### src/rtl/uart_rx.sv
// uart_rx: 8-bit UART receiver (start, 8 data LSB first, stop) with a 2-flop input synchronizer.
// Define UART_RX_PARITY_EN to add one even-parity bit between the data and stop bits.
module uart_rx #(
  parameter int unsigned BAUD_RATE = 9600,
  parameter int unsigned CLK_FREQ  = 50000000
) (
  input  logic       clk,
  input  logic       rst,
  input  logic       rx_in,
  output logic [7:0] rx_data,
  output logic       rx_valid,
  output logic       frame_err,
  output logic       parity_err,
  output logic       busy
);

  localparam int unsigned BAUD_DIV  = CLK_FREQ / BAUD_RATE;
  localparam logic [15:0] HALF_LAST = 16'(BAUD_DIV / 2 - 1);
  localparam logic [15:0] BIT_LAST  = 16'(BAUD_DIV - 1);

  typedef enum logic [2:0] {
    StIdle,
    StStart,
    StData,
`ifdef UART_RX_PARITY_EN
    StParity,
`endif
    StStop,
    StWaitIdle
  } state_e;

  state_e      state_q, state_d;
  logic        rx_meta_q, rx_s;
  logic [15:0] cnt_q, cnt_d;
  logic [2:0]  bit_idx_q, bit_idx_d;
  logic [7:0]  shift_q, shift_d;
  logic [7:0]  rx_data_q, rx_data_d;
  logic        rx_valid_q, rx_valid_d;
  logic        frame_err_q, frame_err_d;
`ifdef UART_RX_PARITY_EN
  logic        par_q, par_d;
  logic        parity_err_q, parity_err_d;
  logic        par_bad;
`endif

  always_comb begin
    state_d     = state_q;
    cnt_d       = cnt_q;
    bit_idx_d   = bit_idx_q;
    shift_d     = shift_q;
    rx_data_d   = rx_data_q;
    rx_valid_d  = 1'b0;
    frame_err_d = 1'b0;
`ifdef UART_RX_PARITY_EN
    par_d        = par_q;
    parity_err_d = 1'b0;
    par_bad      = par_q != ^shift_q;
`endif
    unique case (state_q)
      StIdle: begin
        if (!rx_s) begin
          state_d = StStart;
          cnt_d   = '0;
        end
      end
      StStart: begin
        // Mid start bit: a line back high here was only a glitch.
        if (cnt_q == HALF_LAST) begin
          cnt_d     = '0;
          bit_idx_d = '0;
          state_d   = rx_s ? StIdle : StData;
        end else begin
          cnt_d = cnt_q + 16'd1;
        end
      end
      StData: begin
        if (cnt_q == BIT_LAST) begin
          cnt_d              = '0;
          shift_d[bit_idx_q] = rx_s;
          bit_idx_d          = bit_idx_q + 3'd1;
          if (bit_idx_q == 3'd7) begin
`ifdef UART_RX_PARITY_EN
            state_d = StParity;
`else
            state_d = StStop;
`endif
          end
        end else begin
          cnt_d = cnt_q + 16'd1;
        end
      end
`ifdef UART_RX_PARITY_EN
      StParity: begin
        if (cnt_q == BIT_LAST) begin
          cnt_d   = '0;
          par_d   = rx_s;
          state_d = StStop;
        end else begin
          cnt_d = cnt_q + 16'd1;
        end
      end
`endif
      StStop: begin
        if (cnt_q == BIT_LAST) begin
          cnt_d       = '0;
          rx_data_d   = shift_q;
          frame_err_d = !rx_s;
`ifdef UART_RX_PARITY_EN
          parity_err_d = par_bad;
          rx_valid_d   = rx_s && !par_bad;
`else
          rx_valid_d   = rx_s;
`endif
          state_d = rx_s ? StIdle : StWaitIdle;
        end else begin
          cnt_d = cnt_q + 16'd1;
        end
      end
      StWaitIdle: begin
        // A stuck-low line reports one framing error, not a stream of frames.
        if (rx_s) begin
          state_d = StIdle;
        end
      end
      default: state_d = StIdle;
    endcase
  end

  always_ff @(posedge clk or posedge rst) begin
    if (rst) begin
      rx_meta_q   <= 1'b1;
      rx_s        <= 1'b1;
      state_q     <= StIdle;
      cnt_q       <= '0;
      bit_idx_q   <= '0;
      shift_q     <= '0;
      rx_data_q   <= 8'h00;
      rx_valid_q  <= 1'b0;
      frame_err_q <= 1'b0;
`ifdef UART_RX_PARITY_EN
      par_q        <= 1'b0;
      parity_err_q <= 1'b0;
`endif
    end else begin
      rx_meta_q   <= rx_in;
      rx_s        <= rx_meta_q;
      state_q     <= state_d;
      cnt_q       <= cnt_d;
      bit_idx_q   <= bit_idx_d;
      shift_q     <= shift_d;
      rx_data_q   <= rx_data_d;
      rx_valid_q  <= rx_valid_d;
      frame_err_q <= frame_err_d;
`ifdef UART_RX_PARITY_EN
      par_q        <= par_d;
      parity_err_q <= parity_err_d;
`endif
    end
  end

  assign rx_data   = rx_data_q;
  assign rx_valid  = rx_valid_q;
  assign frame_err = frame_err_q;
  assign busy      = state_q != StIdle;
`ifdef UART_RX_PARITY_EN
  assign parity_err = parity_err_q;
`else
  assign parity_err = 1'b0;
`endif

endmodule

### config.mk
export PLATFORM = sky130hd
export DESIGN_NAME = uart_rx
export DESIGN_NICKNAME = d
export VERILOG_FILES = /design/src/rtl/uart_rx.sv
export SDC_FILE = /design/constraint.sdc
export NUM_CORES = 1
export LEC_CHECK = 0
export BUFFER_PORTS_ARGS = -buffer_cell sky130_fd_sc_hd__buf_2
export CAP_MARGIN = 5
export CORE_ASPECT_RATIO = 0.5
export CORE_MARGIN = 2
export CORE_UTILIZATION = 54
export DETAILED_ROUTE_END_ITERATION = 16
export PLACE_DENSITY = 0.73
export SETUP_SLACK_MARGIN = 0.02
export SLEW_MARGIN = 20
export SYNTH_ARGS = -nofsm -noshare
export SYNTH_HDL_FRONTEND = slang
export SYNTH_SLANG_ARGS = --single-unit
### constraint.sdc
create_clock -name clk -period 5.2 [get_ports clk]
set_clock_uncertainty 0.1 [all_clocks]
set_input_delay 0.52 -clock clk [delete_from_list [all_inputs] [get_ports clk]]
set_output_delay 0.52 -clock clk [all_outputs]
set_load 0.02 [all_outputs]
==> results.md <==
- Outcome: finished, final reports clean
- Commonest non-fill, non-tap cell in the layout: dfrtp_1
- Mux cell area share after synthesis: just over 10%
- Mapped Avg Cell Area: about 11 um2
- DR WL/cell: about 14 um
- Synth Flop Type: dfrtp_1
- Hold bufs inserted after CTS: 0
- Core area: about 3600 um2
- Unrepaired setup endpoints after global routing: false
- Die Ht: a little under 50 um
- Maximum VDD drop: roughly 110 uV
- Final-report hold violation count: 0
- EDFF count, synth: 0
- Starting Density: 58.8%
- Vias in the first global route: between 1,000 and 1,500
- Most frequent cells in the layout: dfrtp_1 (40), nand2_1 (13), buf_2 (13), nor2_1 (11), o21ai_0 (10)
- Initial DRC Count: 75
- Critical path required time: approximately 5300 ps
- Vias: approximately 1,500
- Via-per-instance ratio: a little under 6
- Cell Area, Synth: roughly 2100 um2
- # setup viols final: 0
- Clk slew on worst S/H paths: about 80 ps
- Sequential share of the synthesized area: about half
- Cell Pwr Density: approximately 240 nW/um2
- Global-route wire length before repair: between 6 and 7 mm
- GPL Wtd Cong: between 0.7 and 0.8
- Clock buffer depth: 2
- Max Fanout on Critical Path: 12
- Clock latency on the worst-skew pair: 300 ps
- Max-cap viol count: 0
- Setup bufs post-CTS: 0
- Ant diodes: 0
- CP Launch Type: register
- Post-synthesis adder-cell area fraction: under 10%
- Filler instances: around 280
- Ys async rst share: 100%
- Setup TNS: 0 ps
- Fmax: 0.424 GHz
- Row count: 15
- Leak: ~1.1 nW
- GRT Util Overall: a little under a fifth
- Root Driver: clkbuf_8
- Largest net degree at the start of global routing: 43
- Worst-Margin Slew: between 800 and 900 ps
- Largest family of logic cells by synthesized area: simple AND/OR/NAND/NOR gates
- Die Width: between 90 and 100 um
- Initial antenna violation count: 0
- Hpwl dp: 2.47 mm
- I/O pin cnt: 15
- Fin crit period: ~2400 ps
- Final Slew Violations: 0
- Number of library cell types mapped by synthesis: 46
- Nets: 208
- Post-synthesis xor/xnor area fraction: between 2 and 2.5%
- Slew HR: about 45%
- WP data arrival: about 2500 ps
- Layout cell share with drive strength beyond 1: between 15 and 20%
- Simple-Gate Fraction of Synth Area: around a fifth
- Residual DRC: 0
- Total power: around 550 uW
- Final ANT Viol Nets: 0
- 1st-pass router iterations: 4
- Yosys warning count: 0
- Routed WL: 3.67 mm
- Clock net sink count: 42
- CTS Buf Count: 5
- Seq cells post-synth: 42
- Synth Instances: around 190
- Final Cycle Share: between 40% and 50%
- Post-CTS resize count: 0
- Worst Setup Path Type: reg2reg
- Mapped Nets: approximately 200
- Total congestion overflow: 0
- Critical Path Sink Type: register
- Compound-Gate Fraction of Synth Area: ~11%
- CTS tree: built
- H-tree levels: 2
- PortBufs: 13
- Min-Delay Path Class: in2reg
- Layout overhead on the synthesized area: 8.17%
- Die ar.: between 4000 and 5000 um2
[registers in the layout (all words and copies together) (netlist names)]
name and flops:
cnt_q 16, shift_q 8, rx_valid 1, rx_data 8, rx_meta_q 1, state_q 3, rx_s 1, bit_idx_q 3
frame_err 1
[kinds of logic after synthesis]
logic type      count (synthesis)
simple gates                   70
flops                          42
compound gates                 36
mux                            17
buf+inv                        15
xor+xnor                        5
fa+ha+maj                       3
other cells                     1
[stage by stage]
stage	setup slack (ps)	std cells	cell area, um2	hold WS [ps]	util, %
final	2840	254	2270	216	63.6
after global routing	2680	254	2270	214	63.6
after CTS	2870	254	2270	211	63.6
after detailed placement	2870	246	2180	252	61.2
after global placement	2950	246	2180	246	61.2
after floorplan	3140	189	2100	245	-
[cell usage after synthesis (4+ instances only)]
master	instances	share of area, %
a21oi_1	8	1.9
a22o_1	5	2.1
dfrtp_1	40	48
inv_1	7	1.3
mux2_1	9	4.8
mux2_4	7	5.0
nand2_1	13	2.3
nand3_1	9	2.1
nand4_1	4	1.2
nor2_1	11	2.0
nor3_1	6	1.4
o21ai_0	10	2.4
or3_1	6	1.8
[path summary, 6_finish.rpt]
| path | slack [ps] | to | depth (start not counted) | from |
|---|---|---|---|---|
| setup / recovery | 2840 | shift_q[1]$_DFFE_PP0P_ | 6 | cnt_q[0]$_DFFE_PP0P_ |
| hold / removal | 220 | rx_meta_q$_DFF_PP1_ | 1 | rx_in |
| setup reg to reg | 2840 | shift_q[1]$_DFFE_PP0P_ | 6 | cnt_q[0]$_DFFE_PP0P_ |
| hold reg to reg | 260 | rx_s$_DFF_PP1_ | 0 | rx_meta_q$_DFF_PP1_ |
| max in group asynchronous | 4380 | rx_meta_q$_DFF_PP1_ | 3 | rst |
| min in group asynchronous | 230 | rx_valid$_DFF_PP0_ | 3 | rst |
[per-layer routing]
layer	track usage (%)	wire length, um	share of wire, %	vias up
li1	-	-	-	717
met1	23.7	1830	50	725
met2	32.6	1650	45	18
met3	5.67	117	3.2	7
met4	8.06	69	1.9	0
met5	0	0	0	-
[worst max-delay path, stage by stage (launching register included)]
cell	delay [ps]
dfrtp_1	410
ha_1	260
and4bb_1	210
and4_4	260
nor3b_4	410
and4bb_1	280
mux2_1	320
[power breakdown]
part / switching, mW / internal, mW
logic: 0.00737 / 0.00168
clock network: 0.116 / 0.0948
registers: 0.00163 / 0.328
[final cells by class]
cell class | instances | area [um2] | area share, %
Sequential cell | 42 | 1050 | 46.4
Multi-Input combinational cell | 132 | 966 | 42.6
Clock buffer | 6 | 72.6 | 3.20
Timing Repair Buffer | 14 | 72.6 | 3.20
Tap cell | 51 | 63.8 | 2.81
Inverter | 7 | 26.3 | 1.16
Clock inverter | 2 | 13.8 | 0.607
Power figures use the tool's default switching activity.
